### src/rtl/video_timing_pkg.sv
// Shared constants and helpers for the raster timing generator.
// Defaults describe 640x480@60 VGA; totals and RGB bus width are derived here.
package video_timing_pkg;

   localparam int VGA_H_ACTIVE = 640;
   localparam int VGA_H_FP     = 16;
   localparam int VGA_H_SYNC   = 96;
   localparam int VGA_H_BP     = 48;
   localparam int VGA_V_ACTIVE = 480;
   localparam int VGA_V_FP     = 10;
   localparam int VGA_V_SYNC   = 2;
   localparam int VGA_V_BP     = 33;
   localparam int VGA_CNT_W    = 11;
   localparam int VGA_COLOR_W  = 4;

   // Per-pixel raster flags carried down the compensation delay line.
   typedef struct packed {
      logic hsync;
      logic vsync;
      logic active;
   } raster_flags_t;

   function automatic int h_total(input int active, input int fp, input int sync, input int bp);
      return active + fp + sync + bp;
   endfunction

   function automatic int v_total(input int active, input int fp, input int sync, input int bp);
      return active + fp + sync + bp;
   endfunction

   function automatic int rgb_width(input int color_w);
      return 3 * color_w;
   endfunction

endpackage

### src/rtl/video_timing_delay.sv
// Resettable shift register advancing only on clk_en ticks.
// Latency DEPTH ticks; no backpressure, clk_en low simply holds every stage.
module video_timing_delay #(
   parameter int WIDTH = 3,
   parameter int DEPTH = 2
) (
   input  logic             clk,
   input  logic             rst,
   input  logic             clk_en,
   input  logic [WIDTH-1:0] din_i,
   output logic [WIDTH-1:0] dout_o
);

   logic [WIDTH-1:0] stage_q [DEPTH];

   always_ff @(posedge clk or posedge rst) begin
      if (rst) begin
         for (int i = 0; i < DEPTH; i++) stage_q[i] <= '0;
      end else if (clk_en) begin
         stage_q[0] <= din_i;
         for (int i = 1; i < DEPTH; i++) stage_q[i] <= stage_q[i-1];
      end
   end

   assign dout_o = stage_q[DEPTH-1];

endmodule

### src/rtl/video_timing_gen.sv
// Raster timing generator: H/V counters, render strobes, line interrupt and registered DAC outputs.
// Pins lag the counters by PIPE_DELAY+1 clk_en ticks; no backpressure, clk_en low freezes all state.
module video_timing_gen
   import video_timing_pkg::*;
#(
   parameter int H_ACTIVE    = VGA_H_ACTIVE,
   parameter int H_FP        = VGA_H_FP,
   parameter int H_SYNC      = VGA_H_SYNC,
   parameter int H_BP        = VGA_H_BP,
   parameter int V_ACTIVE    = VGA_V_ACTIVE,
   parameter int V_FP        = VGA_V_FP,
   parameter int V_SYNC      = VGA_V_SYNC,
   parameter int V_BP        = VGA_V_BP,
   parameter int CNT_W       = VGA_CNT_W,
   parameter int COLOR_W     = VGA_COLOR_W,
   parameter int PIPE_DELAY  = 2,
   parameter int RENDER_LEAD = 1,
   parameter bit HSYNC_POL   = 1'b0,
   parameter bit VSYNC_POL   = 1'b0
) (
   input  logic                            rst,
   input  logic                            clk,
   input  logic                            clk_en,
   input  logic                            enable,
   input  logic [CNT_W-1:0]                irq_line,
   input  logic [rgb_width(COLOR_W)-1:0]   palette_rgb_data,
   output logic                            next_frame,
   output logic                            next_line,
   output logic                            next_pixel,
   output logic                            vblank_pulse,
   output logic                            line_irq,
   output logic [CNT_W-1:0]                x_pos,
   output logic [CNT_W-1:0]                y_pos,
   output logic [COLOR_W-1:0]              vga_r,
   output logic [COLOR_W-1:0]              vga_g,
   output logic [COLOR_W-1:0]              vga_b,
   output logic                            vga_hsync,
   output logic                            vga_vsync,
   output logic                            vga_de
);

   localparam int H_TOTAL = h_total(H_ACTIVE, H_FP, H_SYNC, H_BP);
   localparam int V_TOTAL = v_total(V_ACTIVE, V_FP, V_SYNC, V_BP);
   localparam int RGB_W   = rgb_width(COLOR_W);

   localparam logic [CNT_W-1:0] H_LAST   = CNT_W'(H_TOTAL - 1);
   localparam logic [CNT_W-1:0] V_LAST   = CNT_W'(V_TOTAL - 1);
   localparam logic [CNT_W-1:0] H_ACT    = CNT_W'(H_ACTIVE);
   localparam logic [CNT_W-1:0] V_ACT    = CNT_W'(V_ACTIVE);
   localparam logic [CNT_W-1:0] HS_BEG   = CNT_W'(H_ACTIVE + H_FP);
   localparam logic [CNT_W-1:0] HS_END   = CNT_W'(H_ACTIVE + H_FP + H_SYNC);
   localparam logic [CNT_W-1:0] VS_BEG   = CNT_W'(V_ACTIVE + V_FP);
   localparam logic [CNT_W-1:0] VS_END   = CNT_W'(V_ACTIVE + V_FP + V_SYNC);
   localparam logic [CNT_W-1:0] VBLANK_Y = CNT_W'(V_ACTIVE - 1);
   localparam logic [CNT_W-1:0] FRAME_Y  = CNT_W'(V_TOTAL - 1 - RENDER_LEAD);

   if (64'(H_TOTAL - 1) >= (64'd1 << CNT_W) || 64'(V_TOTAL - 1) >= (64'd1 << CNT_W)) begin : g_cnt_w_chk
      $error("video_timing_gen: CNT_W too narrow for the raster totals");
   end
   if (RENDER_LEAD < 0 || RENDER_LEAD > V_FP + V_SYNC + V_BP - 1) begin : g_lead_chk
      $error("video_timing_gen: RENDER_LEAD outside the vertical blanking interval");
   end
   if (PIPE_DELAY < 1 || PIPE_DELAY > 8) begin : g_delay_chk
      $error("video_timing_gen: PIPE_DELAY must be 1..8");
   end

   logic [CNT_W-1:0] x_q, x_d, y_q, y_d;
   logic             h_last, tick;

   assign h_last = (x_q == H_LAST);

   always_comb begin
      x_d = x_q;
      y_d = y_q;
      if (!enable) begin
         x_d = '0;
         y_d = '0;
      end else if (clk_en) begin
         if (h_last) begin
            x_d = '0;
            y_d = (y_q == V_LAST) ? '0 : y_q + CNT_W'(1);
         end else begin
            x_d = x_q + CNT_W'(1);
         end
      end
   end

   always_ff @(posedge clk or posedge rst) begin
      if (rst) begin
         x_q <= '0;
         y_q <= '0;
      end else begin
         x_q <= x_d;
         y_q <= y_d;
      end
   end

   // Strobes are combinational so the composer sees them in the same tick as the position.
   assign tick         = clk_en && enable && !rst;
   assign next_pixel   = tick;
   assign next_line    = tick && h_last;
   assign next_frame   = tick && h_last && (y_q == FRAME_Y);
   assign vblank_pulse = tick && h_last && (y_q == VBLANK_Y);
   assign line_irq     = tick && h_last && (y_q == irq_line);
   assign x_pos        = x_q;
   assign y_pos        = y_q;

   raster_flags_t raw_flags, dly_flags;
   logic [$bits(raster_flags_t)-1:0] dly_bits;

   always_comb begin
      raw_flags        = '0;
      raw_flags.hsync  = enable && (x_q >= HS_BEG) && (x_q < HS_END);
      raw_flags.vsync  = enable && (y_q >= VS_BEG) && (y_q < VS_END);
      raw_flags.active = enable && (x_q < H_ACT) && (y_q < V_ACT);
   end

   video_timing_delay #(
      .WIDTH ($bits(raster_flags_t)),
      .DEPTH (PIPE_DELAY)
   ) u_delay (
      .clk    (clk),
      .rst    (rst),
      .clk_en (clk_en),
      .din_i  (raw_flags),
      .dout_o (dly_bits)
   );

   assign dly_flags = raster_flags_t'(dly_bits);

   logic [RGB_W-1:0] rgb_q, rgb_d;
   logic             de_q, de_d, hs_q, hs_d, vs_q, vs_d;

   always_comb begin
      rgb_d = rgb_q;
      de_d  = de_q;
      hs_d  = hs_q;
      vs_d  = vs_q;
      if (clk_en) begin
         rgb_d = dly_flags.active ? palette_rgb_data : '0;
         de_d  = dly_flags.active;
         hs_d  = ~(dly_flags.hsync ^ HSYNC_POL);
         vs_d  = ~(dly_flags.vsync ^ VSYNC_POL);
      end
   end

   always_ff @(posedge clk or posedge rst) begin
      if (rst) begin
         rgb_q <= '0;
         de_q  <= 1'b0;
         hs_q  <= ~HSYNC_POL;
         vs_q  <= ~VSYNC_POL;
      end else begin
         rgb_q <= rgb_d;
         de_q  <= de_d;
         hs_q  <= hs_d;
         vs_q  <= vs_d;
      end
   end

   assign vga_r     = rgb_q[RGB_W-1 -: COLOR_W];
   assign vga_g     = rgb_q[2*COLOR_W-1 -: COLOR_W];
   assign vga_b     = rgb_q[COLOR_W-1:0];
   assign vga_de    = de_q;
   assign vga_hsync = hs_q;
   assign vga_vsync = vs_q;

endmodule
### config.mk
export PLATFORM = sky130hd
export DESIGN_NAME = video_timing_gen
export DESIGN_NICKNAME = d
export VERILOG_FILES = /design/src/rtl/video_timing_pkg.sv /design/src/rtl/video_timing_delay.sv /design/src/rtl/video_timing_gen.sv
export SDC_FILE = /design/constraint.sdc
export NUM_CORES = 1
export LEC_CHECK = 0
export CAP_MARGIN = 15
export CORE_ASPECT_RATIO = 1.75
export CORE_MARGIN = 2
export CORE_UTILIZATION = 41
export CTS_CLUSTER_DIAMETER = 150
export DETAILED_ROUTE_END_ITERATION = 8
export GPL_TIMING_DRIVEN = 0
export HOLD_SLACK_MARGIN = 0.08
export PLACE_DENSITY = 0.73
export SYNTH_ARGS = -nofsm -noshare
export SYNTH_HDL_FRONTEND = slang
export SYNTH_HIERARCHICAL = 1
export SYNTH_SLANG_ARGS = --single-unit
### constraint.sdc
create_clock -name clk -period 1.5 [get_ports clk]
set_input_delay 0.15 -clock clk [delete_from_list [all_inputs] [get_ports clk]]
set_output_delay 0.15 -clock clk [all_outputs]
set_load 0.1 [all_outputs]
==> results of run 1 <==
routing by layer:
| layer | GRT usage (%) | up-vias | share of wire, % |
|---|---|---|---|
| li1 | - | 1098 | - |
| met1 | 24.0 | 1186 | 34 |
| met2 | 42.7 | 117 | 56 |
| met3 | 4.02 | 35 | 5.0 |
| met4 | 12.9 | 0 | 4.8 |
| met5 | 0 | - | 0 |
power groups by stage:
| stage | sequential (mW) | clock [mW] | combinational [mW] |
|---|---|---|---|
| 2_1_floorplan | 1.77 | 0 | 0.224 |
| 3_3_place_gp | 1.31 | 0 | 0.930 |
| 3_5_place_dp | 1.32 | 0 | 0.943 |
| 4_1_cts | 1.29 | 1.08 | 0.990 |
| 5_1_grt | 1.30 | 1.12 | 1.08 |
| 6_report | 1.29 | 1.06 | 1.02 |
synthesized netlist by cell type (2+ instances only):
library cell	n
a221o_1	3
a31oi_1	3
a41oi_1	2
and2_1	3
and3_1	8
and4_1	3
and4_2	2
buf_2	9
buf_4	4
buf_6	2
clkbuf_1	4
dfrtp_1	41
dfstp_2	2
ha_1	5
inv_1	26
mux2_4	6
mux2i_1	2
nand2_1	24
nand2b_1	2
nand3_1	14
nand4_1	11
nor2_1	12
nor3_1	5
nor4_1	2
o211ai_1	4
o21ai_0	17
o31ai_1	3
or3_1	2
xnor2_1	11
xor2_1	6
cell families (layout without fill, tap and decap cells):
kind of cell    Yosys count  count (layout)
simple gates             95              95
buf+inv                  46             151
compound gates           43              43
flops                    43              43
xor+xnor                 17              17
mux                       9               9
fa+ha+maj                 5               5
path summary, 6_finish.rpt:
path / end / cells past startpoint / slack, ns / start
setup / recovery: line_irq / 5 / -0.62 / x_pos[5]
hold / removal: u_delay/dout_o[1] / 2 / 0.16 / clk_en
setup reg to reg: y_pos[10] / 6 / -0.42 / y_pos[7]
hold reg to reg: vga_vsync / 2 / 0.47 / vga_vsync
max in group asynchronous: x_pos[1] / 2 / 0.44 / rst
min in group asynchronous: u_delay/dout_o[1] / 2 / 0.25 / rst
registers in the layout, indices dropped and copies added, names as in the netlist:
register and count:
vga_vsync 1, rgb_q 12, x_pos 11, vga_de 1, u_delay/dout_o 3, y_pos 11
vga_hsync 1, u_delay/stage_q 3
stage by stage:
stage / hold slack, ns / TNS (ns) / util [%]
final: 0.156 / -8.51 / 70.2
after global routing: 0.148 / -10.34 / 70.2
after CTS: 0.151 / -7.07 / 67.5
after detailed placement: 0.459 / -19.48 / 58.7
after global placement: 0.455 / -41.39 / 58.7
after floorplan: -0.0590 / -9.74 / -
cell type report:
type	instances	area (µm²)	share of cell area (%)
clock buffers	6	72.6	1.77
flip-flops and latches	43	1140	27.9
plain buffers	19	155	3.79
inverters	26	110	2.69
repair buffers	98	973	23.8
well taps	78	97.6	2.38
multi-input cells	169	1490	36.2
clock inverters	2	60.1	1.47
worst max-delay path, stage by stage, from the launching register on:
cell,delay [ns]
dfrtp_2,0.48
nor4_4,0.34
and4_4,0.31
nand2_8,0.07
nor4_4,0.22
buf_6,0.26
repair_timing:
item	in CTS	in global routing
pin swaps	18	13
buffers inserted	24	10
gates resized for setup	195	54
setup endpoints to repair	65	37
==> flow_summary.json, run 1 <==
{
  "yosys_warnings": 6,
  "ctsHtreeMaxLevel": 2,
  "pwr-share-comb_pct": 30.4,
  "design_power_total_mw": 3.37,
  "wl_per_cell_um": 17.3,
  "setup_viol": 27,
  "start_util_pct": 42.0,
  "arrival_ns": 1.97,
  "placed_cells": 403,
  "p_leak_nw": 1.67,
  "maxCapViolCount": 0,
  "boundaryPins": 69,
  "grt_use_total_pct": 23.0,
  "netlist_top_cells_area": "dfrtp_1 42%, inv_1 4.0%, xnor2_1 3.9%",
  "synth_top_flop_cell": "dfrtp_1",
  "p_int_mw": 2.20,
  "post-route-cell-area_mm2": 0.00410,
  "gp_congestion": 0.953,
  "synth-xor-area-share_pct": 6.08,
  "wirelength_um": 7610,
  "ant_nets": 0,
  "synth-edff-count": 0,
  "switching_power_mw": 1.17,
  "synthArstFlopShare_pct": 100,
  "numPortBuffers": 67,
  "overflow": 0,
  "drtPass1Iterations": 4,
  "die_h_um": 106,
  "synth_top_area_share_pct": 41.9,
  "netlist_instances": 258,
  "seq_area_frac_synth_pct": 44.0,
  "finalCritPeriodShare_pct": 142,
  "dpl_cell_area_mm2": 0.00342,
  "yosys.area_share.simple_pct": 21.4,
  "max_freq_ghz": 0.471,
  "preCtsSetupSlack_ns": -1.34,
  "powerDensity_mw_per_mm2": 823,
  "fp.dieW_um": 62.4,
  "final-max-slew-violation-count": 0,
  "hold_viol": 0,
  "grt_max_degree": 38,
  "cts_sinks": 43,
  "layout_commonest_cell": "buf_4",
  "syn_area_per_cell_um2": 9.49,
  "numCtsBuffers": 5,
  "dieArea_mm2": 0.00663,
  "swShare_pct": 34.8,
  "drive_gt1_share_pct": 49.0,
  "holdBufCountCts": 0,
  "rsz0062_at_grt": "yes",
  "ys_types": 50,
  "antennaDiodeCount": 0,
  "synth_compound_area_share_pct": 12.2,
  "synth.net_count": 290,
  "holdCritPathClass": "in -> reg",
  "p_seq_share_pct": 38.2,
  "crit_required_ns": 1.35,
  "area_growth_pct": 67.3,
  "tightest_slew_ns": 0.788,
  "via_count": 2436,
  "fp-row-count": 37,
  "final_cells": 441,
  "fin_ws_ns": -0.623,
  "cts_root_buf": "clkbuf_8",
  "drt_iter0_drc": 98,
  "core_area_mm2": 0.00583,
  "violations": "setup timing",
  "layout_common_cells": "26 x buf_4, 24 x clkdlybuf4s50_1, 23 x clkdlybuf4s15_2",
  "dp_hpwl_um": 4850,
  "clk_pin_slew_ns": 0.08,
  "clock-skew-final_ns": 0.00564,
  "vias_per_cell": 5.52,
  "post-route-drc-count": 0,
  "netlist_area_mm2": 0.00245,
  "synth_top_family_by_area": "simple AND/OR/NAND/NOR gates",
  "outcome": "complete, but fails checks",
  "crit_type": "reg -> out",
  "power.share.clock_pct": 31.5,
  "grt_pass1_wl_um": 12200,
  "min_period_ns": 2.12,
  "cts_tree": "built",
  "ir_drop_uv": 531,
  "insertion_delay_ns": 0.29,
  "path_max_fanout": 7,
  "synthMuxAreaShare_pct": 4.96,
  "antenna_found_initial": 0,
  "nets": 394,
  "cp-start-kind": "flip-flop",
  "slew-limit-headroom_pct": 47.4,
  "yosysTopAreaCell": "dfrtp_1",
  "fillers": 443,
  "ys_ff_latch": 43,
  "cp-end-kind": "output pin",
  "clockBufferDepth": 2,
  "grt_pass1_vias": 2582,
  "synthAdderAreaFrac_pct": 2.55
}
No activity file was read; power rests on OpenSTA's default activity.
==> run 2, diff against run 1 <==
--- a/config.mk
+++ b/config.mk
@@ -7,13 +7,12 @@
 export LEC_CHECK = 0
 export CAP_MARGIN = 15
 export CORE_ASPECT_RATIO = 1.75
-export CORE_MARGIN = 2
-export CORE_UTILIZATION = 41
+export CORE_UTILIZATION = 25
 export CTS_CLUSTER_DIAMETER = 150
 export DETAILED_ROUTE_END_ITERATION = 8
 export GPL_TIMING_DRIVEN = 0
 export HOLD_SLACK_MARGIN = 0.08
-export PLACE_DENSITY = 0.73
+export PLACE_DENSITY = 0.49
 export SYNTH_ARGS = -nofsm -noshare
 export SYNTH_HDL_FRONTEND = slang
 export SYNTH_HIERARCHICAL = 1
==> run 2 against run 1 <==
Compared with the run above: clock power is 6% higher; critical path depth stayed put; clock skew is 0.00050 ns higher; count of clock-buffer cells in the layout is 1 higher; the run still ends with setup timing left; first-iteration DRC count is 39% lower; critical endpoint is now vblank_pulse; highest routed layer unchanged; register-to-register slack better by 0.04 ns.
==> flow_summary.json, run 2 (same netlist as run 1, synthesis figures left out) <==
{
  "overflow": 0,
  "antennaDiodeCount": 0,
  "post-route-drc-count": 0,
  "tightest_slew_ns": 0.842,
  "clock-skew-final_ns": 0.00614,
  "rsz0062_at_grt": "yes",
  "vias_per_cell": 4.67,
  "pwr-share-comb_pct": 29.2,
  "holdPathStages": 2,
  "fp.dieW_um": 76.8,
  "ir_drop_uv": 463,
  "drtPass1Iterations": 4,
  "die_h_um": 133,
  "wl_per_cell_um": 16.4,
  "cp-end-kind": "output pin",
  "gp_congestion": 0.860,
  "insertion_delay_ns": 0.29,
  "outcome": "complete, but fails checks",
  "final_cells": 482,
  "placed_cells": 447,
  "crit_required_ns": 1.35,
  "boundaryPins": 69,
  "antenna_found_initial": 0,
  "top_register": "rgb_q",
  "drt_iter0_drc": 60,
  "hold_viol": 0,
  "cp-start-kind": "flip-flop",
  "nets": 391,
  "clk_pin_slew_ns": 0.06,
  "arrival_ns": 1.87,
  "dpl_cell_area_mm2": 0.00348,
  "violations": "setup timing",
  "path_max_fanout": 7,
  "largest_register_ffs": 12,
  "core_area_mm2": 0.00947,
  "powerDensity_mw_per_mm2": 834,
  "min_period_ns": 2.02,
  "numCtsBuffers": 5,
  "fp-row-count": 47,
  "cts_tree": "built",
  "wirelength_um": 7890,
  "r2r_cells": 7,
  "post-route-cell-area_mm2": 0.00409,
  "swShare_pct": 35.9,
  "fin_hold_ws_ns": 0.158,
  "via_count": 2253,
  "ant_nets": 0,
  "max_freq_ghz": 0.494,
  "grt_pass1_vias": 2363,
  "cts_sinks": 43,
  "p_int_mw": 2.19,
  "final-max-slew-violation-count": 0,
  "power.share.clock_pct": 32.9,
  "switching_power_mw": 1.22,
  "fin_ws_ns": -0.525,
  "dp_hpwl_um": 5230,
  "setup_viol": 28,
  "grt_max_degree": 38,
  "grt_use_total_pct": 16.0,
  "finalCritPeriodShare_pct": 135,
  "dieArea_mm2": 0.0102,
  "clockBufferDepth": 2,
  "drive_gt1_share_pct": 47.2,
  "ctsHtreeMaxLevel": 2,
  "cts_root_buf": "clkbuf_16",
  "maxCapViolCount": 0,
  "grt_pass1_wl_um": 12600,
  "start_util_pct": 25.9,
  "layout_common_cells": "27 x buf_4, 24 x clkdlybuf4s50_1, 24 x clkdlybuf4s15_2",
  "p_seq_share_pct": 37.9,
  "numPortBuffers": 67,
  "p_leak_nw": 1.65,
  "slew-limit-headroom_pct": 43.8,
  "area_growth_pct": 67.0,
  "holdCritPathClass": "in -> reg",
  "crit_type": "reg -> out",
  "layout_commonest_cell": "buf_4",
  "preCtsSetupSlack_ns": -1.30
}
==> run 2: timing repair <==
item | in CTS | in global routing
gates resized for setup | 192 | 47
pin swaps | 14 | 21
setup endpoints to repair | 65 | 36
cloned | 1 | 0
hold buffers | 0 | 0
buffers inserted | 21 | 7
==> run 2: critical path, cell delays in order (launching register included) <==
cell and delay (ns):
dfrtp_2 0.47, nor4_4 0.32, and4_4 0.30, nand2_8 0.08
nor4_4 0.15, buf_6 0.26
==> run 2: layer usage <==
layer	vias up	global-route usage [%]	share of wire, %
met4	0	7.37	2.8
met3	16	2.69	4.1
met5	-	0	0
li1	1092	-	-
met1	1073	16.5	37
met2	72	30.8	56
==> run 2: final cells by class <==
type	count	area [µm²]
fillers	911	5380
multi-input cells	169	1440
flip-flops and latches	43	1140
repair buffers	95	936
plain buffers	19	161
well taps	122	153
clock buffers	7	143
inverters	26	100
clock inverters	1	8.76
==> run 2: through the flow <==
stage          utilization (%)  setup TNS (ns)  power, mW
2_1_floorplan                -           -9.74       1.99
3_3_place_gp              36.8          -43.97       2.26
3_5_place_dp              36.8          -19.71       2.26
4_1_cts                   41.9           -7.89       3.43
5_1_grt                   43.2           -7.76       3.55
6_report                  43.2           -6.14       3.41
==> run 2: worst paths after layout <==
check                      startpoint  slack (ns)                 end
min in group asynchronous         rst        0.24  u_delay/stage_q[4]
max                          x_pos[5]       -0.52        vblank_pulse
min                            clk_en        0.16   u_delay/dout_o[1]
max reg2reg                  y_pos[8]       -0.38            y_pos[3]
min reg2reg                 vga_hsync        0.47           vga_hsync
max in group asynchronous         rst        0.37            y_pos[7]
==> run 2: power by group through the flow <==
stage	Clock, mW	Sequential [mW]	Combinational, mW
6_report	1.12	1.29	0.997
2_1_floorplan	0	1.77	0.224
5_1_grt	1.20	1.30	1.05
3_5_place_dp	0	1.32	0.945
3_3_place_gp	0	1.32	0.940
4_1_cts	1.16	1.29	0.978
